--- src/rtl/gate_stage_pkg.sv ---
// ============================================================================
// Module      : gate_stage_pkg
// Description : Shared definitions for the gate-stage operand loader: FSM
//               state encoding, frame length and the bit positions of the
//               operand and control fields inside a fully shifted frame.
//               PARITY_CHECK_EN appends one trailing even-parity bit.
// Revision    : 1.0 - initial release
// ============================================================================
`default_nettype none

package gate_stage_pkg;

    typedef enum logic [2:0] {
        IDLE    = 3'd0,
        SHIFT   = 3'd1,
        SETTLE  = 3'd2,
        CAPTURE = 3'd3,
        DONE    = 3'd4
    } state_t;

`ifdef PARITY_CHECK_EN
    localparam int c_parity_bits = 1;
`else
    localparam int c_parity_bits = 0;
`endif

    // Bits arrive MSB-first and are shifted in at bit 0, so the last bit of
    // the frame ends up at index 0 and the first bit at the top.
    localparam int c_idx_b  = c_parity_bits + 0;
    localparam int c_idx_a  = c_parity_bits + 1;
    localparam int c_idx_x2 = c_parity_bits + 2;
    localparam int c_idx_x1 = c_parity_bits + 3;
    localparam int c_op_lsb = c_parity_bits + 4;

    function automatic int frame_len(input int w);
        return 2 * w + 4 + c_parity_bits;
    endfunction

endpackage

`default_nettype wire

--- src/rtl/gate_serial_shreg.sv ---
// ============================================================================
// Module      : gate_serial_shreg
// Description : Serial shift register for one operand frame with a bit
//               counter and a frame-complete strobe.
//   clk, rst       : clock, synchronous active-high reset
//   i_bit/i_valid  : serial data bit and its qualifier
//   i_enable       : bits are only accepted while high
//   o_frame_next   : frame contents including the bit being accepted now
//   o_frame_done   : high in the cycle whose edge accepts the last bit
// Revision    : 1.0 - initial release
// ============================================================================
`default_nettype none

module gate_serial_shreg #(
    parameter int FRAME_LEN = 36
) (
    input  logic                 clk,
    input  logic                 rst,
    input  logic                 i_bit,
    input  logic                 i_valid,
    input  logic                 i_enable,
    output logic [FRAME_LEN-1:0] o_frame_next,
    output logic                 o_frame_done
);

    localparam int                 c_cnt_w = $clog2(FRAME_LEN + 1);
    localparam logic [c_cnt_w-1:0] c_last  = c_cnt_w'(FRAME_LEN - 1);

    // Only FRAME_LEN-1 bits need storing: the final bit is taken straight
    // from the serial input on the completing edge.
    logic [FRAME_LEN-2:0] r_shreg;
    logic [c_cnt_w-1:0]   r_count;
    logic                 w_accept;

    assign w_accept     = i_valid & i_enable;
    assign o_frame_next = {r_shreg, i_bit};
    assign o_frame_done = w_accept && (r_count == c_last);

    always_ff @(posedge clk) begin
        if (rst) begin
            r_shreg <= '0;
            r_count <= '0;
        end else if (w_accept) begin
            r_shreg <= o_frame_next[FRAME_LEN-2:0];
            r_count <= o_frame_done ? '0 : r_count + 1'b1;
        end
    end

endmodule

`default_nettype wire

--- src/rtl/gate_operand_loader.sv ---
// ============================================================================
// Module      : gate_operand_loader
// Description : Serial-to-parallel operand stage for the combinational gate
//               test stage. Shifts in op_1, op_2, x1, x2, a, b (MSB-first),
//               presents them as registered outputs, waits SETTLE_CYCLES,
//               captures y_bus_i / y_i and offers them via valid/ready.
//   clk, rst                 : clock, synchronous active-high reset
//   ser_in, ser_valid        : serial frame input
//   busy                     : high whenever not IDLE
//   op_1, op_2, x1_o..b_o    : operands to the downstream stage
//   y_bus_i, y_i             : results returned by the downstream stage
//   result_bus, result_y     : captured results
//   result_valid/ready       : result handshake
//   frame_err                : parity failure pulse (PARITY_CHECK_EN only)
// Macro       : PARITY_CHECK_EN adds a trailing even-parity bit and frame_err.
// Revision    : 1.0 - initial release
// ============================================================================
`default_nettype none

module gate_operand_loader
    import gate_stage_pkg::*;
#(
    parameter int W             = 16,
    parameter int SETTLE_CYCLES = 1
) (
    input  logic         clk,
    input  logic         rst,
    input  logic         ser_in,
    input  logic         ser_valid,
    output logic         busy,
    output logic [W-1:0] op_1,
    output logic [W-1:0] op_2,
    output logic         x1_o,
    output logic         x2_o,
    output logic         a_o,
    output logic         b_o,
    input  logic [W-1:0] y_bus_i,
    input  logic         y_i,
    output logic [W-1:0] result_bus,
    output logic         result_y,
    output logic         result_valid,
`ifdef PARITY_CHECK_EN
    output logic         frame_err,
`endif
    input  logic         result_ready
);

    localparam int         c_frame       = frame_len(W);
    localparam logic [3:0] c_settle_last = 4'(SETTLE_CYCLES);

    state_t             r_state;
    logic [3:0]         r_settle_cnt;
    logic               r_busy;
    logic [W-1:0]       r_op_1;
    logic [W-1:0]       r_op_2;
    logic               r_x1;
    logic               r_x2;
    logic               r_a;
    logic               r_b;
    logic [W-1:0]       r_result_bus;
    logic               r_result_y;
    logic               r_result_valid;
    logic [c_frame-1:0] w_frame;
    logic               w_frame_done;
    logic               w_shift_en;
    logic               w_parity_ok;

    // Bits are only taken while collecting a frame; anything offered while a
    // result is settling or pending is dropped.
    assign w_shift_en = (r_state == IDLE) || (r_state == SHIFT);

    gate_serial_shreg #(
        .FRAME_LEN (c_frame)
    ) u_shreg (
        .clk          (clk),
        .rst          (rst),
        .i_bit        (ser_in),
        .i_valid      (ser_valid),
        .i_enable     (w_shift_en),
        .o_frame_next (w_frame),
        .o_frame_done (w_frame_done)
    );

`ifdef PARITY_CHECK_EN
    logic r_frame_err;
    assign w_parity_ok = ~(^w_frame);
    assign frame_err   = r_frame_err;
`else
    assign w_parity_ok = 1'b1;
`endif

    always_ff @(posedge clk) begin
        if (rst) begin
            r_state        <= IDLE;
            r_settle_cnt   <= '0;
            r_busy         <= 1'b0;
            r_op_1         <= '0;
            r_op_2         <= '0;
            r_x1           <= 1'b0;
            r_x2           <= 1'b0;
            r_a            <= 1'b0;
            r_b            <= 1'b0;
            r_result_bus   <= '0;
            r_result_y     <= 1'b0;
            r_result_valid <= 1'b0;
`ifdef PARITY_CHECK_EN
            r_frame_err    <= 1'b0;
`endif
        end else begin
`ifdef PARITY_CHECK_EN
            r_frame_err <= 1'b0;
`endif
            case (r_state)
                IDLE, SHIFT: begin
                    if (w_frame_done) begin
                        if (w_parity_ok) begin
                            // All operands switch together on the completing edge.
                            r_op_1       <= w_frame[c_op_lsb+W +: W];
                            r_op_2       <= w_frame[c_op_lsb +: W];
                            r_x1         <= w_frame[c_idx_x1];
                            r_x2         <= w_frame[c_idx_x2];
                            r_a          <= w_frame[c_idx_a];
                            r_b          <= w_frame[c_idx_b];
                            r_settle_cnt <= '0;
                            r_busy       <= 1'b1;
                            r_state      <= SETTLE;
                        end else begin
`ifdef PARITY_CHECK_EN
                            r_frame_err <= 1'b1;
`endif
                            r_busy  <= 1'b0;
                            r_state <= IDLE;
                        end
                    end else if (ser_valid) begin
                        r_busy  <= 1'b1;
                        r_state <= SHIFT;
                    end
                end
                SETTLE: begin
                    // Counting 0..SETTLE_CYCLES puts result_valid SETTLE_CYCLES+2
                    // edges after the completing edge.
                    if (r_settle_cnt == c_settle_last) begin
                        r_state <= CAPTURE;
                    end else begin
                        r_settle_cnt <= r_settle_cnt + 1'b1;
                    end
                end
                CAPTURE: begin
                    r_result_bus   <= y_bus_i;
                    r_result_y     <= y_i;
                    r_result_valid <= 1'b1;
                    r_state        <= DONE;
                end
                DONE: begin
                    if (result_ready) begin
                        r_result_valid <= 1'b0;
                        r_busy         <= 1'b0;
                        r_state        <= IDLE;
                    end
                end
                default: begin
                    r_result_valid <= 1'b0;
                    r_busy         <= 1'b0;
                    r_state        <= IDLE;
                end
            endcase
        end
    end

    assign busy         = r_busy;
    assign op_1         = r_op_1;
    assign op_2         = r_op_2;
    assign x1_o         = r_x1;
    assign x2_o         = r_x2;
    assign a_o          = r_a;
    assign b_o          = r_b;
    assign result_bus   = r_result_bus;
    assign result_y     = r_result_y;
    assign result_valid = r_result_valid;

endmodule

`default_nettype wire

--- config.mk ---
export PLATFORM = sky130hd
export DESIGN_NAME = gate_operand_loader
export DESIGN_NICKNAME = d
export VERILOG_FILES = /design/src/rtl/gate_stage_pkg.sv /design/src/rtl/gate_serial_shreg.sv /design/src/rtl/gate_operand_loader.sv
export SDC_FILE = /design/constraint.sdc
export NUM_CORES = 1
export LEC_CHECK = 0
export CAP_MARGIN = 25
export CORE_AREA = 2 2 68 135
export CTS_CLUSTER_SIZE = 16
export DETAILED_ROUTE_END_ITERATION = 8
export DIE_AREA = 0 0 70 137
export PLACE_DENSITY = 0.75
export SYNTH_ARGS = -nofsm -noshare
export SYNTH_HDL_FRONTEND = slang
export SYNTH_SLANG_ARGS = --single-unit
--- constraint.sdc ---
create_clock -name clk -period 1.8 [get_ports clk]
set_input_delay 0.18 -clock clk [delete_from_list [all_inputs] [get_ports clk]]
set_output_delay 0.18 -clock clk [all_outputs]
set_load 0.01 [all_outputs]
Word-level counts from Yosys, hierarchy flattened. Cells that the tools add are included.

Output and inout bits: 55. ROM bits: 0. RAM bits: 0. Memories kept: 0. Register bits after elaboration: 103. Latch bits: 0.

Multipliers: 0. Bitwise logic cells: 3. Shift-type cells: 0. Divide/modulo/power cells: 0. Multiplexer cells: 14. Add/subtract/negate cells: 2. Reduce and logical (&&, ||, !) cells: 12. Equal/unequal tests: 11. $lt $le $gt $ge: 0.

Operator list (count): 2-to-1 mux 3 bit (4); case mux 3 bit (4 select lines) (1); AND reduction 3 bit (3); 2-to-1 mux 4 bit (2); case mux 4 bit (2 select lines) (1); adder 6 x 1 -> 6 bit, second input constant (1); == test 3 x 2 -> 1 bit, second input constant (2); == test 6 bit, second input constant (1); 2-to-1 mux 6 bit (1); != test 2 bit, second input constant (3); case mux 1 bit (3 select lines) (2); adder 4 x 1 -> 4 bit, second input constant (1); == test 4 x 1 -> 1 bit, second input constant (1); AND reduction 2 bit (2); OR reduction 2 bit (2); == test 3 x 1 -> 1 bit, second input constant (1); == test 3 bit, second input constant (1); logical NOT 3 bit (1); 2-to-1 mux 1 bit (3); != test 3 x 2 -> 1 bit, second input constant (1); OR reduction 3 bit (1); != test 2 x 1 -> 1 bit, second input constant (1); NOT 1 bit (2); nonzero test 2 bit (1); 3 further kinds (3).

Depth between registers and ports, before layout. Gate-level depths: netlist (run 1).

Depth after elaboration: 6. Depth in mapped cells: 7. Gate-level depth less buffers: 5.

Hierarchy. A second synthesis (run 1) with hierarchy kept.

Cell total of the unflattened synthesis: 473. Area, all modules: 3832.4 um^2.

By module, submodules not included: gate_operand_loader (cells each 284, sequential area each 1241.2 um^2, area each 2327.2 um^2, times used 1); gate_serial_shreg (cells each 189, sequential area each 820.8 um^2, area each 1505.2 um^2, times used 1).

Worst setup path before layout (run 1). No wires, ideal clock.

Kind: reg2reg. Start point: reg u_shreg.r_count[0]. End point: reg r_settle_cnt[3]. Path buffers: 2. Arrival time: 1.459 ns. Period minus slack after synthesis: 1.591 ns. Required time: 1.668 ns. Setup slack: 0.209 ns. Stages on the path, launching flop included: 8. Cells stage by stage: dfxtp_1 -> ha_1 -> nand4bb_1 -> or3_1 -> buf_2 -> buf_6 -> nand2_4 -> a311oi_1.

Cells in the longest elaborated chain, start to end: 4.

Ends and longest elaborated chain: start: declaration (RTL line gate_serial_shreg.sv:32) `logic [c_cnt_w-1:0] r_count;`; start signal: assignment (RTL line gate_serial_shreg.sv:45) `r_count <= o_frame_done ? '0 : r_count + 1'b1;`; == test 6 bit (RTL line gate_serial_shreg.sv:37) `assign o_frame_done = w_accept && (r_count == c_last);`; logical AND 1 bit (RTL line gate_serial_shreg.sv:37); != test 2 x 1 -> 1 bit (no line); AND reduction 3 bit (no line); end signal: assignment (RTL line gate_operand_loader.sv:145) `r_settle_cnt <= r_settle_cnt + 1'b1;`; end: declaration (RTL line gate_operand_loader.sv:52) `logic [3:0] r_settle_cnt;`.

No other way between the ends. A chain may end at the register's enable or synchronous reset.

Worst setup path in the final report (run 1).
Start point: reg u_shreg.r_count[1]. End point: reg r_settle_cnt[3].

Same word-level chain as after synthesis.

==> reports/summary.md, run 1 <==
The number of setup violations in the final report came out at 0. The core region is 8530 µm². For this run the aggregate overflow at the end of global routing stands at 0.

In this run the horizontal extent of the chip is 70 µm. The worst path uses 92.3% of the clock period. For the layout net count, the log shows 560. No sink is reached through more buffers than the 2 on the longest clock path. On the final layout, the worst hold slack is 0.246 ns. The tools report the number of nets produced by synthesis as 495. On the worst path, the slowest cell contributes a delay of 0.39 ns. The tools report the proportion of power drawn by flip-flops and latches as 50.3%. Post-CTS setup buffer count: 0. In this run the static leakage power is 0.00164 µW. Kind of end point of the critical path: a flop. CTS built an H-tree with a depth of 3.

Sorting the synthesized cells by area gives the leading types as sky130_fd_sc_hd__dfxtp_1 55%, sky130_fd_sc_hd__nand2_1 18%, sky130_fd_sc_hd__a21oi_1 13%. Synthesis produced a netlist whose cell count is 470. The tools report the overall track demand over capacity in global routing as 18.1%. The tools report the net switching power of the design as 924 µW. At the pin with the least slew margin, the transition time is 0.529 ns. IR analysis of the VDD net gives a maximum drop of 0.523 mV. Summing every instance area after synthesis gives 3760 µm². For this design, the slowest cell found on the critical path is sky130_fd_sc_hd__dfxtp_1. The finished cells cover 4940 µm². For the number of diodes added for antenna fixing, the log shows 0.

The run finished with clean final reports. The number of clock sinks seen by CTS is 103. Counting flops with an async set or reset pin after synthesis yields a share of 0%. The worst hold path class is input pin to flop. The Yosys step of the flow raised 0 warnings.

At the end of routability-driven placement, the weighted congestion stood at 0.748. Once detailed placement completed, the half-perimeter wirelength came to 5550 µm. Prevailing post-synth register cell: sky130_fd_sc_hd__dfxtp_1. The logs give 0.00154 ns for the pre-CTS worst setup slack and 68 for the maximum number of pins on one net before global-route repair.

The register area share after synthesis is 54.9%, and the mean routed wirelength per cell is 13.2 µm. TritonCTS built the clock tree. The clock transition at the registers of the reported paths is 0.07 ns. In this run the worst path has a maximum fanout of 17.

The number of endpoints with negative hold slack in the final report was 0; the number of DRC violations after detailed routing was 0. The net switching share of the total power was 20.2%; the share of Yosys cell area claimed by the top area cell type was 54.9%. The internal portion of the total power is 3640 µW.

The final routed wirelength across all metal layers came out at 8440 µm. In this run the critical register-to-register path is launched from u_shreg.r_count[1]$_SDFFE_PP0P_. The worst pin sits at a relative slew slack of 64.7%. For this block, the initial DRC count from the detailed router was 209.

The slack of the worst reg-to-reg path was 0.14 ns; the post-synthesis area per instance was 7.99 µm². The number of port buffers works out to 76. In this run, synthesis inferred 0 flip-flops with an integrated enable. Walking the worst path, the cells encountered are ha_1 -> nand4bb_1 -> or3_1 -> buf_4 -> nand2_4 -> a311oi_1. The total clock buffers created by CTS was 9.

Setup total negative slack on the finished layout was measured at 0 ns. Setup repair after global routing left no endpoint under its margin. For this configuration, the core starts out at a cell density of 44.1%.

77 I/O pins were placed. After synthesis, the netlist uses 30 different library cells. The worst setup path is launched from a flop.

In the routed layout, each cell is associated on average with a via count of 5.09. The data arrival time at the worst-slack endpoint was 1.87 ns; the worst-case clock skew was 0.00747 ns. The tools report the wire length of the first global-routing pass as 14000 µm. The run gives 0.34 ns as the clock network latency to the later pin of the worst-skew pair. The critical path start-end classification was flop to flop. Relative to the synthesized area, the layout overhead comes to 31.4%. Count of buffering cells on the critical path with inverters included: 1.

The post-route minimum period is 1.66 ns. Once detail routing completed, the nets flagged for antenna violations numbered 0. The run gives 3183 as the number of global-route vias before repair. Summed over all instances, the cell type with the most area after synthesis is sky130_fd_sc_hd__dfxtp_1. In this run the critical register-to-register path is captured at r_settle_cnt[3]$_SDFFE_PP0P_. The tool flagged a number of max-cap violations equal to 0. The run gives 3252 as the count of vias placed by the detailed router. The run gives 602 MHz as the maximum clock frequency. The worst hold path begins at rst. The number of cells on the worst reg-to-reg path is 6. The share of power burned in combinational logic was 3.2%; the instance count on the critical path was 6.

Broken down by cell family, the worst path's largest delay share belongs to simple AND/OR/NAND/NOR gates. Worst-case hold path end point: u_shreg.r_shreg[15]$_SDFFE_PP0P_. The first detailed-routing pass took 5 iterations. Of the cells placed in the final design, the portion with a size suffix greater than 1 is 6.12%. The clock network burns 46.6% of the power. For this design the ratio of total power to cell area is 925 nW/µm². In this run, synthesis produced a sequential element count of 103. The initial antenna violation count is 0. Clock tree synthesis selected as its root buffer the cell sky130_fd_sc_hd__clkbuf_16. The logs give 0 for the number of max-slew violations in the final report and 9590 µm² for the die outline area.

Data on the critical path is required at its endpoint by 2.01 ns. The floorplan has 48 rows. The die is 137 µm tall. The number of cells traversed by the worst hold path was 2.

The filler cells instantiated in the layout total 772. Setup slack on the critical path of the routed design comes to 0.138 ns. Placed standard-cell area: 4600 µm².
-- worst max-delay path by stage --
stage | slack (ns) | endpoint | start
finish | 0.14 | r_settle_cnt[3]$_SDFFE_PP0P_ | u_shreg.r_count[1]$_SDFFE_PP0P_
global route | 0.02 | op_2[15]$_SDFFE_PP0P_ | u_shreg.r_count[1]$_SDFFE_PP0P_
CTS | 0.08 | op_2[6]$_SDFFE_PP0P_ | u_shreg.r_count[0]$_SDFFE_PP0P_
detailed placement | 0.002 | op_2[7]$_SDFFE_PP0P_ | ser_valid
global placement | 0.1 | op_2[1]$_SDFFE_PP0P_ | ser_valid
floorplan | 0.21 | r_settle_cnt[3]$_SDFFE_PP0P_ | u_shreg.r_count[0]$_SDFFE_PP0P_
-- cell usage after synthesis, types with 3 or more instances --
library cell and count:
sky130_fd_sc_hd__nor2_1 7, sky130_fd_sc_hd__nor3b_1 3, sky130_fd_sc_hd__clkbuf_1 18, sky130_fd_sc_hd__buf_2 10
sky130_fd_sc_hd__buf_6 4, sky130_fd_sc_hd__nand2_1 185, sky130_fd_sc_hd__nand4_1 3, sky130_fd_sc_hd__nand3_1 4
sky130_fd_sc_hd__dfxtp_1 103, sky130_fd_sc_hd__xor2_1 3, sky130_fd_sc_hd__ha_1 3, sky130_fd_sc_hd__nor3_1 5
sky130_fd_sc_hd__a21oi_1 99
-- registers in the layout (all words and copies together), names as in the netlist --
name,cells
busy,1
x2_o,1
result_bus,16
op_2,16
r_settle_cnt,4
r_state,3
u_shreg.r_shreg,35
op_1,16
result_valid,1
result_y,1
b_o,1
a_o,1
x1_o,1
u_shreg.r_count,6
-- repair_timing --
item,CTS,global route
hold buffers,0,0
gates resized for setup,0,1
setup endpoints to repair,0,12
-- metrics by stage --
| stage | std cells | utilization (%) | total power [µW] |
|---|---|---|---|
| after floorplan | 470 | - | 2420 |
| after global placement | 624 | 54.0 | 2490 |
| after detailed placement | 624 | 54.0 | 2490 |
| after CTS | 639 | 57.8 | 4590 |
| after global routing | 639 | 57.9 | 4710 |
| final | 639 | 57.9 | 4570 |
-- per-layer routing --
| metal | GRT usage [%] | part of all wire, % |
|---|---|---|
| met4 | 9.19 | 2.0 |
| met2 | 34.5 | 54 |
| met5 | 0 | 0 |
| met1 | 18.6 | 40 |
| met3 | 2.95 | 3.9 |
-- kinds of logic after synthesis --
logic type	share of synthesized area (%)
and+or+nand+nor	24.4
adders and majority gates	0.999
AOI/OAI and AO/OA	14.1
buffers and inverters	4.93
xor gates and xnor gates	0.699
DFF	54.9
-- cell type report --
type / instances / area [µm²] / area share, %
Clock inverter: 4 / 77.6 / 1.57
Sequential cell: 103 / 2060 / 41.8
Clock buffer: 11 / 253 / 5.12
Timing Repair Buffer: 88 / 890 / 18.0
Inverter: 2 / 7.51 / 0.152
Multi-Input combinational cell: 331 / 1520 / 30.8
Tap cell: 100 / 125 / 2.53
-- power groups by stage --
| stage | combinational, µW | clock [µW] | sequential, µW |
|---|---|---|---|
| global route | 157 | 2250 | 2300 |
| CTS | 145 | 2150 | 2300 |
| detailed placement | 144 | 0 | 2350 |
| global placement | 142 | 0 | 2350 |
| floorplan | 73.7 | 0 | 2350 |
| finish | 144 | 2130 | 2300 |
-- cells in the final DEF, fill, tap and decap left out --
cell type                         instances
sky130_fd_sc_hd__bufinv_16                2
sky130_fd_sc_hd__nor4_1                   1
sky130_fd_sc_hd__inv_1                    2
sky130_fd_sc_hd__clkinv_4                 1
sky130_fd_sc_hd__nand2_4                  1
sky130_fd_sc_hd__nand2_1                185
sky130_fd_sc_hd__ha_1                     3
sky130_fd_sc_hd__nor3_1                   5
sky130_fd_sc_hd__or3b_2                   1
sky130_fd_sc_hd__buf_12                   3
sky130_fd_sc_hd__o21ai_0                  2
sky130_fd_sc_hd__dfxtp_1                103
sky130_fd_sc_hd__buf_6                    1
sky130_fd_sc_hd__clkdlybuf4s50_1         75
sky130_fd_sc_hd__nand4bb_1                1
sky130_fd_sc_hd__nor2b_1                  2
sky130_fd_sc_hd__or3_1                    2
sky130_fd_sc_hd__or3b_4                   1
sky130_fd_sc_hd__nand3_1                  4
sky130_fd_sc_hd__buf_4                    9
sky130_fd_sc_hd__clkbuf_8                 2
sky130_fd_sc_hd__and3_1                   2
sky130_fd_sc_hd__nor3b_1                  2
sky130_fd_sc_hd__nand4_1                  3
sky130_fd_sc_hd__nor2_1                   7
sky130_fd_sc_hd__nand2b_1                 1
sky130_fd_sc_hd__a311oi_1                 1
sky130_fd_sc_hd__xor2_1                   3
sky130_fd_sc_hd__nor3_4                   1
sky130_fd_sc_hd__a21o_1                   1
sky130_fd_sc_hd__nor3b_2                  1
sky130_fd_sc_hd__clkbuf_16                9
sky130_fd_sc_hd__inv_6                    1
sky130_fd_sc_hd__o31ai_1                  1
sky130_fd_sc_hd__nand3b_1                 1
sky130_fd_sc_hd__a21oi_1                 99
-- worst register-to-register path, delay by kind of cell, from the launching register on --
family | cells | cell delay, ns
flip-flops | 1 | 0.39
AND/OR/NAND/NOR | 3 | 0.63
AO/OA/AOI/OAI | 1 | 0.08
adder cells (fa/ha/maj) | 1 | 0.22
buffers and inverters | 1 | 0.22
Power figures use the tool's default switching activity.
==> inputs of run 2 (changes only) <==
--- a/config.mk
+++ b/config.mk
@@ -10,6 +10,7 @@
 export CTS_CLUSTER_SIZE = 16
 export DETAILED_ROUTE_END_ITERATION = 8
 export DIE_AREA = 0 0 70 137
+export GPL_TIMING_DRIVEN = 0
 export PLACE_DENSITY = 0.75
 export SYNTH_ARGS = -nofsm -noshare
 export SYNTH_HDL_FRONTEND = slang
==> reports/summary.md, run 2 (same netlist as run 1, synthesis figures left out) <==
The number of iterations in the first detailed-routing pass was 4 (-1); the setup TNS after final layout was 0 ns (unchanged). The count of vias placed by the detailed router is 3337 (+2.6%). The share of power burned in combinational logic was 3.5% (+0.3 points). Register ranked first by flip-flop count: u_shreg.r_shreg. The normalized max-slew margin was 64.3% (-0.40 points). The proportion of power drawn by flip-flops and latches is 52.2% (+1.9 points). The chip width came out at 70 µm (unchanged). The number of diodes added for antenna fixing was 0 (unchanged); the area growth from synthesis to final layout was 32.2%. Clock transition at the registers of the reported paths: 0.06 ns (about the same). The number of max-slew violations in the final report was 0 (unchanged).

The tightest min-delay check is of the input pin to flop type. The initial cell density of the core is 44.1% (unchanged). The die outline height was 137 µm (unchanged); the cell row count was 48 (unchanged). The worst-case clock skew is 0.00383 ns (-0.00364 ns). The total clock buffers created by CTS was 9 (unchanged). The tools report the maximum buffer depth of the clock tree as 2 (unchanged).

The final period utilization was 95.9% (+3.6 points). The cell leakage power is 0.00166 µW (+1.3%), and the total power density per cell area is 886 nW/µm² (-4.2%). The number of filler cells placed in the layout is 791 (+2.5%).

The root buffer cell chosen for the clock tree is sky130_fd_sc_hd__clkbuf_16. Flip-flop count of the largest register after layout: 35 (unchanged). The worst supply voltage drop on vdd came out at 0.571 mV (+9.2%). The tools report the maximum level of the CTS H-tree as 3 (unchanged). The overflow left after global routing came out at 0 (unchanged).

The flow ran to the end, and the final reports show no timing, DRC or antenna violations. The number of endpoints with negative hold slack in the final report was 0 (unchanged); the hold buffer count at cts was 0 (unchanged). For the number of global-route vias before repair, the log shows 3159 (-0.75%).

The DRC violation total after the first TritonRoute iteration was 164 (-22%); the number of setup violations in the final report was 0 (unchanged). The tools report the data arrival time at the worst-slack endpoint as 1.93 ns (+0.06 ns). Hold slack: 0.384 ns (+0.138 ns). Setup repair after global routing left no endpoint under its margin. The run gives 9590 µm² (unchanged) as the die outline area. The initial antenna violation count is 0 (unchanged). Worst path setup slack after routing: 0.0730 ns (-0.0652 ns). The share of post-route cells with drive strength above 1 was 7.47% (+1.4 points); the final routed wirelength across all metal layers was 8830 µm (+4.6%). The via-per-instance ratio works out to 5.04 (-0.95%).

The last weighted congestion value of the routability-driven placer came out at 0.792 (+5.9%). The number of maximum-capacitance constraint violations is 0 (unchanged), and the mean routed wirelength per cell is 13.3 µm (+0.96%). The most common cell after layout, fill and taps aside is sky130_fd_sc_hd__nand2_1. The critical path is of the flop to flop type. TritonCTS built the clock tree. The post-route minimum period works out to 1.73 ns (+0.0652 ns).

The tools report the data required time at the worst endpoint as 2.01 ns (about the same). The overall track demand over capacity in global routing was 18.6% (+0.48 points). The logs give 103 (unchanged) for the number of clock sinks seen by CTS and 579 MHz (-3.8%) for the maximum clock frequency. The run gives 77 (unchanged) as the number of placed I/O pins.

The tools report the layout net count as 583 (+4.1%). The maximum number of pins on one net before global-route repair is 16 (-76%). Share of the core filled with cells in the final layout: 58.2% (+0.35 points). The library cells used most frequently in the layout, excluding fill and tap cells, are 185 x sky130_fd_sc_hd__nand2_1, 101 x sky130_fd_sc_hd__dfxtp_1, 99 x sky130_fd_sc_hd__a21oi_1, 75 x sky130_fd_sc_hd__clkdlybuf4s50_1, 17 x sky130_fd_sc_hd__clkbuf_1.

The maximum fanout encountered on the critical timing path is 10 (-7), and the net switching share of the total power is 20.6% (+0.35 points). For the post-detailed-route count of antenna-violating nets, the log shows 0 (unchanged). The HPWL reported at the end of detailed placement was 6450 µm (+16%).

The tools report the pre-CTS worst setup slack as -0.0702 ns (-0.0718 ns). The transition time at the pin with the least slew margin was 0.535 ns (+0.00603 ns). The logs give 3500 µW (-4.1%) for the internal power and 0.34 ns (about the same) for the clock network latency to the later pin of the worst-skew pair. The worst setup path is captured at a flop.

The share of total power in the clock network was 44.3% (-2.3 points). The tools report the total core area as 8530 µm² (unchanged). The tools report the number of DRC violations after detailed routing as 0 (unchanged). The wire length of the first global-routing pass came out at 14100 µm (+0.79%). The tools report the net switching power of the design as 905 µW (-2.0%). STA classifies the critical path startpoint as a flop.

The number of port buffers works out to 75 (-1.3%).
## run 2: worst paths after layout
path,from,end,slack (ns),cells after the start
worst max-delay path,u_shreg.r_count[0]$_SDFFE_PP0P_,op_1[7]$_SDFFE_PP0P_,0.07,7
worst min register to register,result_bus[4]$_SDFFE_PP0P_,result_bus[4]$_SDFFE_PP0P_,0.45,2
worst max register to register,u_shreg.r_count[0]$_SDFFE_PP0P_,op_1[7]$_SDFFE_PP0P_,0.07,7
worst min-delay path,y_bus_i[2],result_bus[2]$_SDFFE_PP0P_,0.38,3
## run 2: stage by stage
| stage | area [µm²] | total power [µW] | instances |
|---|---|---|---|
| final | 4970 | 4400 | 662 |
| after global routing | 4970 | 4530 | 662 |
| after CTS | 4940 | 4430 | 661 |
| after detailed placement | 4630 | 2500 | 645 |
| after global placement | 4630 | 2500 | 645 |
| after floorplan | 3760 | 2420 | 470 |
## run 2: layout make-up
cell class                      instances  area, µm²  share of cell area [%]
Sequential cell                       103       2060                    41.6
Multi-Input combinational cell        331       1520                    30.6
Timing Repair Buffer                   78        773                    15.6
Clock buffer                           12        256                    5.17
Buffer                                 33        179                    3.60
Tap cell                              100        125                    2.52
Clock inverter                          3       42.5                   0.857
Inverter                                2       7.51                   0.151
## run 2: power groups by stage
stage	clock (µW)	sequential, µW	combinational, µW
final	1950	2300	154
after detailed placement	0	2350	151
after floorplan	0	2350	73.7
after CTS	1980	2290	154
after global placement	0	2350	150
after global routing	2070	2300	169
## run 2: repair_timing
item                                    4_1_cts  5_1_grt
endpoints found under the setup margin        2       49
hold endpoints to repair                      0        0
resized for setup                             0        9
pin swaps                                     2        1
setup buffers                                 1        2
## run 2: worst max-delay path, stage by stage (launching register included)
cell and delay [ns]:
sky130_fd_sc_hd__dfxtp_2 0.37, sky130_fd_sc_hd__ha_2 0.20, sky130_fd_sc_hd__nand4bb_1 0.17, sky130_fd_sc_hd__or3_1 0.37, sky130_fd_sc_hd__buf_2 0.17, sky130_fd_sc_hd__buf_6 0.15
sky130_fd_sc_hd__nand2_1 0.08, sky130_fd_sc_hd__a21oi_1 0.08
## run 2: routing by layer
metal	global-route usage (%)	routed length [µm]	vias to the layer above
li1	-	-	1704
met1	18.2	3370	1524
met2	35.5	4750	88
met3	3.68	400	21
met4	10.3	306	0
met5	0	0	-
